--- src/rtl/gcd_driver_if.sv ---
// gcd_driver_if: operand stream, engine port and result stream bundle for gcd_driver
interface gcd_driver_if #(
  parameter int XLEN = 32,
  parameter int CNT_W = 16
);
  logic in_valid_i;
  logic in_ready_o;
  logic [XLEN-1:0] in_a_i;
  logic [XLEN-1:0] in_b_i;
  logic eng_ld_o;
  logic [XLEN-1:0] eng_a_o;
  logic [XLEN-1:0] eng_b_o;
  logic eng_ready_i;
  logic eng_valid_i;
  logic [XLEN-1:0] eng_gcd_i;
  logic out_valid_o;
  logic out_ready_i;
  logic [XLEN-1:0] out_gcd_o;
  logic [CNT_W-1:0] out_cycles_o;
  logic out_err_o;
  logic busy_o;
  logic [31:0] ops_done_o;
  modport master (
    input in_valid_i, in_a_i, in_b_i, eng_ready_i, eng_valid_i, eng_gcd_i, out_ready_i,
    output in_ready_o, eng_ld_o, eng_a_o, eng_b_o, out_valid_o, out_gcd_o, out_cycles_o,
    output out_err_o, busy_o, ops_done_o
  );
  modport slave (
    output in_valid_i, in_a_i, in_b_i, eng_ready_i, eng_valid_i, eng_gcd_i, out_ready_i,
    input in_ready_o, eng_ld_o, eng_a_o, eng_b_o, out_valid_o, out_gcd_o, out_cycles_o,
    input out_err_o, busy_o, ops_done_o
  );
endinterface

--- src/rtl/gcd_driver.sv ---
// gcd_driver: buffers operand pairs, issues them to the gcd engine and returns timed results
module gcd_driver #(
  parameter int XLEN = 32,
  parameter int DEPTH = 4,
  parameter int CNT_W = 16,
  parameter int TIMEOUT = 65535
) (
  input logic clk_i,
  input logic resetn_i,
  gcd_driver_if.master bus
);
  localparam int PW = $clog2(DEPTH);
  typedef enum logic [1:0] {IDLE, ISSUE, WAIT} state_t;
  state_t state, state_nxt;
  logic [XLEN-1:0] mem_a [DEPTH];
  logic [XLEN-1:0] mem_b [DEPTH];
  logic [PW-1:0] wr_ptr, rd_ptr;
  logic [PW:0] count;
  logic [CNT_W-1:0] cyc;
  logic push, pop, done, tmo, empty;
  assign empty = count == '0;
  assign bus.in_ready_o = count != (PW+1)'(DEPTH);
  assign push = bus.in_valid_i && bus.in_ready_o;
  assign tmo = cyc == CNT_W'(TIMEOUT);
  assign done = state == WAIT && (bus.eng_valid_i || tmo);
  assign bus.busy_o = state != IDLE || !empty;
  always_ff @(posedge clk_i) begin
    if (!resetn_i) state <= IDLE;
    else state <= state_nxt;
  end
  always_comb begin
    state_nxt = state == IDLE  ? (!empty && !bus.out_valid_o ? ISSUE : IDLE) :
                state == ISSUE ? (bus.eng_ready_i ? WAIT : ISSUE) :
                state == WAIT  ? (done ? IDLE : WAIT) : IDLE;
  end
  always_comb begin
    pop = state == ISSUE && bus.eng_ready_i;
    bus.eng_ld_o = pop;
    bus.eng_a_o = state == ISSUE ? mem_a[rd_ptr] : '0;
    bus.eng_b_o = state == ISSUE ? mem_b[rd_ptr] : '0;
  end
  always_ff @(posedge clk_i) begin
    if (!resetn_i) begin
      wr_ptr <= '0;
      rd_ptr <= '0;
      count <= '0;
    end else begin
      if (push) begin
        mem_a[wr_ptr] <= bus.in_a_i;
        mem_b[wr_ptr] <= bus.in_b_i;
        wr_ptr <= wr_ptr + PW'(1);
      end
      if (pop) rd_ptr <= rd_ptr + PW'(1);
      count <= count + (PW+1)'(push) - (PW+1)'(pop);
    end
  end
  always_ff @(posedge clk_i) begin
    if (!resetn_i) cyc <= '0;
    else if (pop) cyc <= CNT_W'(1);
    else if (state == WAIT && cyc != '1) cyc <= cyc + CNT_W'(1);
  end
  always_ff @(posedge clk_i) begin
    if (!resetn_i) begin
      bus.out_valid_o <= 1'b0;
      bus.out_gcd_o <= '0;
      bus.out_cycles_o <= '0;
      bus.out_err_o <= 1'b0;
      bus.ops_done_o <= '0;
    end else if (done) begin
      bus.out_valid_o <= 1'b1;
      bus.out_gcd_o <= bus.eng_valid_i ? bus.eng_gcd_i : '0;
      bus.out_cycles_o <= bus.eng_valid_i ? cyc : CNT_W'(TIMEOUT);
      bus.out_err_o <= !bus.eng_valid_i;
      bus.ops_done_o <= bus.ops_done_o + 32'd1;
    end else if (bus.out_valid_o && bus.out_ready_i) begin
      bus.out_valid_o <= 1'b0;
    end
  end
endmodule

--- src/flat_wrapper.sv ---
// flat-port wrapper written by rule: the top's interface ports become plain ports
module gcd_driver_flat 
#(
  parameter int XLEN = 32,
  parameter int DEPTH = 4,
  parameter int CNT_W = 16,
  parameter int TIMEOUT = 65535
)
  (clk_i, resetn_i, bus_in_valid_i, bus_in_a_i, bus_in_b_i, bus_eng_ready_i, bus_eng_valid_i, bus_eng_gcd_i, bus_out_ready_i, bus_in_ready_o, bus_eng_ld_o, bus_eng_a_o, bus_eng_b_o, bus_out_valid_o, bus_out_gcd_o, bus_out_cycles_o, bus_out_err_o, bus_busy_o, bus_ops_done_o);
  gcd_driver_if #(.XLEN(XLEN), .CNT_W(CNT_W)) bus_i ();
  input logic clk_i;
  input logic resetn_i;
  input wire logic [$bits(bus_i.in_valid_i)-1:0] bus_in_valid_i;
  input wire logic [$bits(bus_i.in_a_i)-1:0] bus_in_a_i;
  input wire logic [$bits(bus_i.in_b_i)-1:0] bus_in_b_i;
  input wire logic [$bits(bus_i.eng_ready_i)-1:0] bus_eng_ready_i;
  input wire logic [$bits(bus_i.eng_valid_i)-1:0] bus_eng_valid_i;
  input wire logic [$bits(bus_i.eng_gcd_i)-1:0] bus_eng_gcd_i;
  input wire logic [$bits(bus_i.out_ready_i)-1:0] bus_out_ready_i;
  output wire logic [$bits(bus_i.in_ready_o)-1:0] bus_in_ready_o;
  output wire logic [$bits(bus_i.eng_ld_o)-1:0] bus_eng_ld_o;
  output wire logic [$bits(bus_i.eng_a_o)-1:0] bus_eng_a_o;
  output wire logic [$bits(bus_i.eng_b_o)-1:0] bus_eng_b_o;
  output wire logic [$bits(bus_i.out_valid_o)-1:0] bus_out_valid_o;
  output wire logic [$bits(bus_i.out_gcd_o)-1:0] bus_out_gcd_o;
  output wire logic [$bits(bus_i.out_cycles_o)-1:0] bus_out_cycles_o;
  output wire logic [$bits(bus_i.out_err_o)-1:0] bus_out_err_o;
  output wire logic [$bits(bus_i.busy_o)-1:0] bus_busy_o;
  output wire logic [$bits(bus_i.ops_done_o)-1:0] bus_ops_done_o;
  assign bus_i.in_valid_i = bus_in_valid_i;
  assign bus_i.in_a_i = bus_in_a_i;
  assign bus_i.in_b_i = bus_in_b_i;
  assign bus_i.eng_ready_i = bus_eng_ready_i;
  assign bus_i.eng_valid_i = bus_eng_valid_i;
  assign bus_i.eng_gcd_i = bus_eng_gcd_i;
  assign bus_i.out_ready_i = bus_out_ready_i;
  assign bus_in_ready_o = bus_i.in_ready_o;
  assign bus_eng_ld_o = bus_i.eng_ld_o;
  assign bus_eng_a_o = bus_i.eng_a_o;
  assign bus_eng_b_o = bus_i.eng_b_o;
  assign bus_out_valid_o = bus_i.out_valid_o;
  assign bus_out_gcd_o = bus_i.out_gcd_o;
  assign bus_out_cycles_o = bus_i.out_cycles_o;
  assign bus_out_err_o = bus_i.out_err_o;
  assign bus_busy_o = bus_i.busy_o;
  assign bus_ops_done_o = bus_i.ops_done_o;
  gcd_driver #(.XLEN(XLEN), .DEPTH(DEPTH), .CNT_W(CNT_W), .TIMEOUT(TIMEOUT)) u_core (.clk_i(clk_i), .resetn_i(resetn_i), .bus(bus_i));
endmodule
--- config.mk ---
export PLATFORM = sky130hd
export DESIGN_NAME = gcd_driver_flat
export DESIGN_NICKNAME = d
export VERILOG_FILES = /design/src/rtl/gcd_driver_if.sv /design/src/rtl/gcd_driver.sv /design/src/flat_wrapper.sv
export SDC_FILE = /design/constraint.sdc
export NUM_CORES = 1
export LEC_CHECK = 0
export ABC_CLOCK_PERIOD_IN_PS = 4120
export CAP_MARGIN = 20
export CORE_ASPECT_RATIO = 1.25
export CORE_UTILIZATION = 45
export CTS_BUF_LIST = sky130_fd_sc_hd__clkbuf_8
export DETAILED_ROUTE_END_ITERATION = 16
export GPL_ROUTABILITY_DRIVEN = 0
export PLACE_DENSITY = 0.77
export SYNTH_ARGS = -nofsm -noshare
export SYNTH_HDL_FRONTEND = slang
export SYNTH_SLANG_ARGS = --single-unit
--- constraint.sdc ---
create_clock -name clk_i -period 4.12 [get_ports clk_i]
set_clock_uncertainty 0.15 [all_clocks]
set_input_delay 0.618 -clock clk_i [delete_from_list [all_inputs] [get_ports clk_i]]
set_output_delay 0.618 -clock clk_i [all_outputs]
set_load 0.01 [all_outputs]
# --- After elaboration in Yosys (flattened, before gate mapping) ---
# Memory sizes are Yosys's and may differ from the RTL's. A register that Yosys moved wholly into a read port is not among the register bits.
# Cells that the tools add are included.
# W data, S select, Z words.
totals:
  reg_bits: 107
  ramBits: 256
  in_bits: 102
  out_inout_bits: 149
  n_memories: 2
memory_table:
  columns: ["memory", "depth", "width", "rd", "rd_ports_with_merged_regs", "wr", "line_no", "text"]
  rows:
  - ["u_core.mem_a", 4, 32, 1, 1, 1, "gcd_driver.sv:15", "logic [XLEN-1:0] mem_a [DEPTH];"]
  - ["u_core.mem_b", 4, 32, 1, 1, 1, "gcd_driver.sv:16", "logic [XLEN-1:0] mem_b [DEPTH];"]
classes:
  addsub: 6
  n_eq_ne: 5
  n_mux: 21
  bitwise: 1
  n_reduce_logical: 17
ops:
  columns: ["operator", "count"]
  rows:
  - ["$mux W32", 3]
  - ["$add A32 B1 Y32 const B", 1]
  - ["$mux W2", 9]
  - ["$add A16 B1 Y16 const B", 1]
  - ["$eq A16 B16 Y1 const B", 1]
  - ["$mux W16", 1]
  - ["$ne A16 B16 Y1 const B", 1]
  - ["$mux W1", 8]
  - ["$logic_and A1 B1 Y1", 6]
  - ["$reduce_bool A2 Y1", 3]
  - ["$add A2 B1 Y2 const B", 2]
  - ["$add A3 B1 Y3", 1]
  - ["$logic_not A1 Y1", 3]
  - ["$logic_not A3 Y1", 1]
  - ["$ne A3 B3 Y1 const B", 1]
  - ["$sub A3 B1 Y3", 1]
  - ["$eq A2 B1 Y1 const B", 1]
  - ["$eq A2 B2 Y1 const B", 1]
  - ["$logic_not A2 Y1", 1]
  - ["$logic_or A1 B1 Y1", 2]
  - ["$reduce_or A2 Y1", 1]
  - ["$not A1 Y1", 1]

# --- Depth between registers and ports, before layout ---
logic_depth:
  ltp_word: 7
  ltp_mapped: 10
  mapped_depth_nobuf: 10

# --- Worst setup path before layout ---
# Ideal clock, no wire load.
synth_path:
  path_kind: "input to register"
  from: "input port bus_in_valid_i"
  to: "memory u_core.mem_a[1][0], enable pin"
  setup_time_ns: 0.429
  t_arrival_ns: 2.530
  required_ns: 3.541
  slack_ns: 1.011
  stages: 3
  path_buffers: 1
  cell_sequence: "and2_1 clkbuf_1 and3_1"
synth_via:
  elab_chain_cells: 4
synth_rtl:
  columns: ["item", "line_no", "text"]
  rows:
  - ["from (decl)", "flat_wrapper.sv:13", "input wire logic [$bits(bus_i.in_valid_i)-1:0] bus_in_valid_i;"]
  - ["$logic_and A1 B1 Y1", "gcd_driver.sv:23", "assign push = bus.in_valid_i && bus.in_ready_o;"]
  - ["$mux W1", "gcd_driver.sv:48", "if (push) begin"]
  - ["$mux W1", "gcd_driver.sv:43", "if (!resetn_i) begin"]
  - ["$mux W1 (implied by the code)", "gcd_driver.sv:49", "mem_a[wr_ptr] <= bus.in_a_i;"]
  - ["to (decl)", "gcd_driver.sv:15", null]
# No other way between the ends.

==> flow_metrics.env <==
export IMPL_finalCritPeriodShare=0.8668
export IMPL_finalSetupViolCount=0
export IMPL_die_area_sq_um=32560
export IMPL_start_util=0.4597
export IMPL_cts_tree="yes"
export IMPL_power_density_nw_per_um2=490.0
export IMPL_global_route_overflow_total=0
export IMPL_multi_input_area_sq_um=4192
export IMPL_synth_flop_cell="edfxtp_1"
export IMPL_yosysUniqueCellTypes=47
export IMPL_layout_drive_gt1_share=0.1492
export IMPL_synth_seq_cells=365
export IMPL_status="finished, final reports clean"
export IMPL_leakage_nw=5.939
export IMPL_clock_path_buffers=3
export IMPL_start_kind="flip-flop"
export IMPL_port_buffers=250
export IMPL_dp_hpwl_mm=20.67
export IMPL_yosysMostFrequentCell="edfxtp_1"
export IMPL_fmax_ghz=0.2800
export IMPL_antenna_found_initial=3
export IMPL_synth_edf_count=256
export IMPL_ir_drop_uv=339.6
export IMPL_drt_total_wl_mm=31.60
export IMPL_synth_top_area_frac=0.5365
export IMPL_grt_pass1_wl_mm=49.80
export IMPL_grt_use_total=0.1969
export IMPL_hold_class="reg2reg"
export IMPL_fill_cells=2413
export IMPL_cp_data_arrival_time_ns=2.80
export IMPL_critPathMaxFanout=26
export IMPL_syn_area_sq_um=14330
export IMPL_syn_area_per_cell_sq_um=15.29
export IMPL_routed_via_density=5.402
export IMPL_clkTransAtPathRegs_ns=0.06
export IMPL_ys_seq_area_frac=0.6888
export IMPL_layout_setup_ws_ns=0.5487
export IMPL_postCtsHoldBufs=0
export IMPL_fp_dieH_um=201.5
export IMPL_cts_resized=0
export IMPL_crit_chain="buf_4 > mux4_2 > and2_1 > clkdlybuf4s50_1"
export IMPL_cts_buffers_inserted=54
export IMPL_drt_pass1_iterations=5
export IMPL_rsz0062_at_grt="no"
export IMPL_clock_latency_ns=0.59
export IMPL_cp_top_family="buffers and inverters"
export IMPL_crit_type="reg2out"
export IMPL_syn_instance_count=937
export IMPL_crit_required_ns=3.35
export IMPL_synthTopCellsByCount="256 x edfxtp_1, 109 x dfxtp_1, 72 x and2_1"
export IMPL_synth_nets=1048
export IMPL_end_kind="output port"
export IMPL_die_w_um=161.6
export IMPL_drv_slew=0
export IMPL_grt_start_max_net_pins=59
export IMPL_pin_count=251
export IMPL_cts_sinks=365
export IMPL_ant_nets=0
export IMPL_timing_setup_tns_ns=0
export IMPL_root_buffer="clkbuf_8"
export IMPL_h_tree_depth=2
export IMPL_via_count=8945
export IMPL_hold_violations=0
export IMPL_synth_area_leaders="edfxtp_1 54%, dfxtp_1 15%, mux4_2 10%"
export IMPL_yosys_area_top_type="edfxtp_1"
export IMPL_area_delta_synth_final_pct=29.26
export IMPL_final_nets=1313
export IMPL_ys_warn_count=0
export IMPL_grt_pass1_vias=9102
export IMPL_drv_cap=0
export IMPL_core_area_sq_um=31170
export IMPL_post_drt_wl_per_cell_um=19.08
export IMPL_maxSlewHeadroom=0.4383
export IMPL_regArea_sq_um=9877
export IMPL_period_minus_slack_ns=3.571
export IMPL_cp_buffers_inverters=2
export IMPL_cts_setup_buffers=0
export IMPL_synthArstFlopShare=0
export IMPL_slowest_stage="dfxtp_4"
export IMPL_cp_slowest_stage_delay_ns=0.71
export IMPL_drtIter0Drc=608
export IMPL_tightest_slew_ns=0.8408
export IMPL_drc=0
export IMPL_num_rows=72
export IMPL_pre_cts_slack_ns=1.066
[final timing paths]
check / depth (start not counted) / slack, ns / endpoint / from
worst max register to register: 5 / 1.24 / u_core.bus.ops_done_o[27] / u_core.state[1]
worst min-delay path: 2 / 0.32 / u_core.bus.out_gcd_o[30] / u_core.bus.out_gcd_o[30]
worst max-delay path: 4 / 0.55 / bus_eng_a_o[24] / flip-flop
worst min register to register: 2 / 0.32 / u_core.bus.out_gcd_o[30] / u_core.bus.out_gcd_o[30]
[worst reg2reg max path, cell delays in order (launching register included)]
cell and delay, ns:
dfxtp_1 0.47, and4b_1 0.29, nand4_1 0.48, or4_1 0.78, or4_1 0.47, a21oi_1 0.16
[cell type report]
type | count | area share
tap | 407 | 0.02750
timing repair buffer | 268 | 0.1465
inverter | 13 | 0.002635
clock buffer | 58 | 0.04311
antenna | 2 | 0.0002703
sequential | 365 | 0.5333
multi-input combinational | 500 | 0.2263
clock inverter | 43 | 0.02034
[flip-flops by register name (all words and copies together) (netlist names), 2 cells and up, named ones only]
register and cells:
u_core.bus.out_gcd_o 32, u_core.rd_ptr 2, u_core.mem_a 128, u_core.wr_ptr 2, u_core.mem_b 128, u_core.state 2, u_core.cyc 16, u_core.bus.out_cycles_o 16
u_core.count 3, u_core.bus.ops_done_o 32
[layout by cell type (no fill, tap or decap), drive strengths merged, types with 4 or more instances in the layout]
cell type / count
bufinv: 7
clkinv: 16
mux2i: 5
or4: 25
o21ai: 38
edfxtp: 256
buf: 18
inv: 32
nand2: 53
nand4: 15
nor2: 26
a2111oi: 5
xor2: 8
o31ai: 23
ha: 8
clkbuf: 58
dfxtp: 109
xnor2: 10
and2: 72
clkdlybuf4s50: 250
and3: 5
nand3: 18
nor2b: 4
or3: 6
and4: 4
a21oi: 69
mux4: 64
nand2b: 5
o221a: 16
[kinds of logic (layout without fill, tap and decap cells)]
group,Yosys count,count (layout),synth area share
compound gates,160,160,0.07065
xor+xnor,18,18,0.01100
fa+ha+maj,9,9,0.008384
buf+inv,72,382,0.02122
flops,365,365,0.6888
mux,69,69,0.1041
other cells,0,2,0
simple gates,244,244,0.09580
[metrics by stage]
| stage | cells | total power [W] | hold slack (ns) | instance area (sq um) | utilization |
|---|---|---|---|---|---|
| after floorplan | 937 | 0.005201 | 0.3182 | 14330 | - |
| after global placement | 1553 | 0.006025 | 0.3064 | 17340 | 0.5563 |
| after detailed placement | 1553 | 0.006070 | 0.3157 | 17340 | 0.5563 |
| after CTS | 1654 | 0.009204 | 0.3250 | 18510 | 0.5940 |
| after global routing | 1654 | 0.009479 | 0.3454 | 18510 | 0.5940 |
| final | 1656 | 0.009075 | 0.3238 | 18520 | 0.5941 |
[power breakdown]
group | internal, W | total [W] | switching [W]
Sequential | 0.00415 | 0.00427 | 0.000119
Combinational | 0.000926 | 0.00169 | 0.000763
Clock | 0.00175 | 0.00312 | 0.00136
Total | 0.00683 | 0.00908 | 0.00225
[layer usage]
metal	vias to the layer above	global-route usage	routed length, um
met5	-	0	13
met2	296	0.3405	15990
met1	4400	0.2417	12720
met3	57	0.04968	2223
li1	4190	-	-
met4	2	0.05930	664
(Power assumes the default switching activity.)
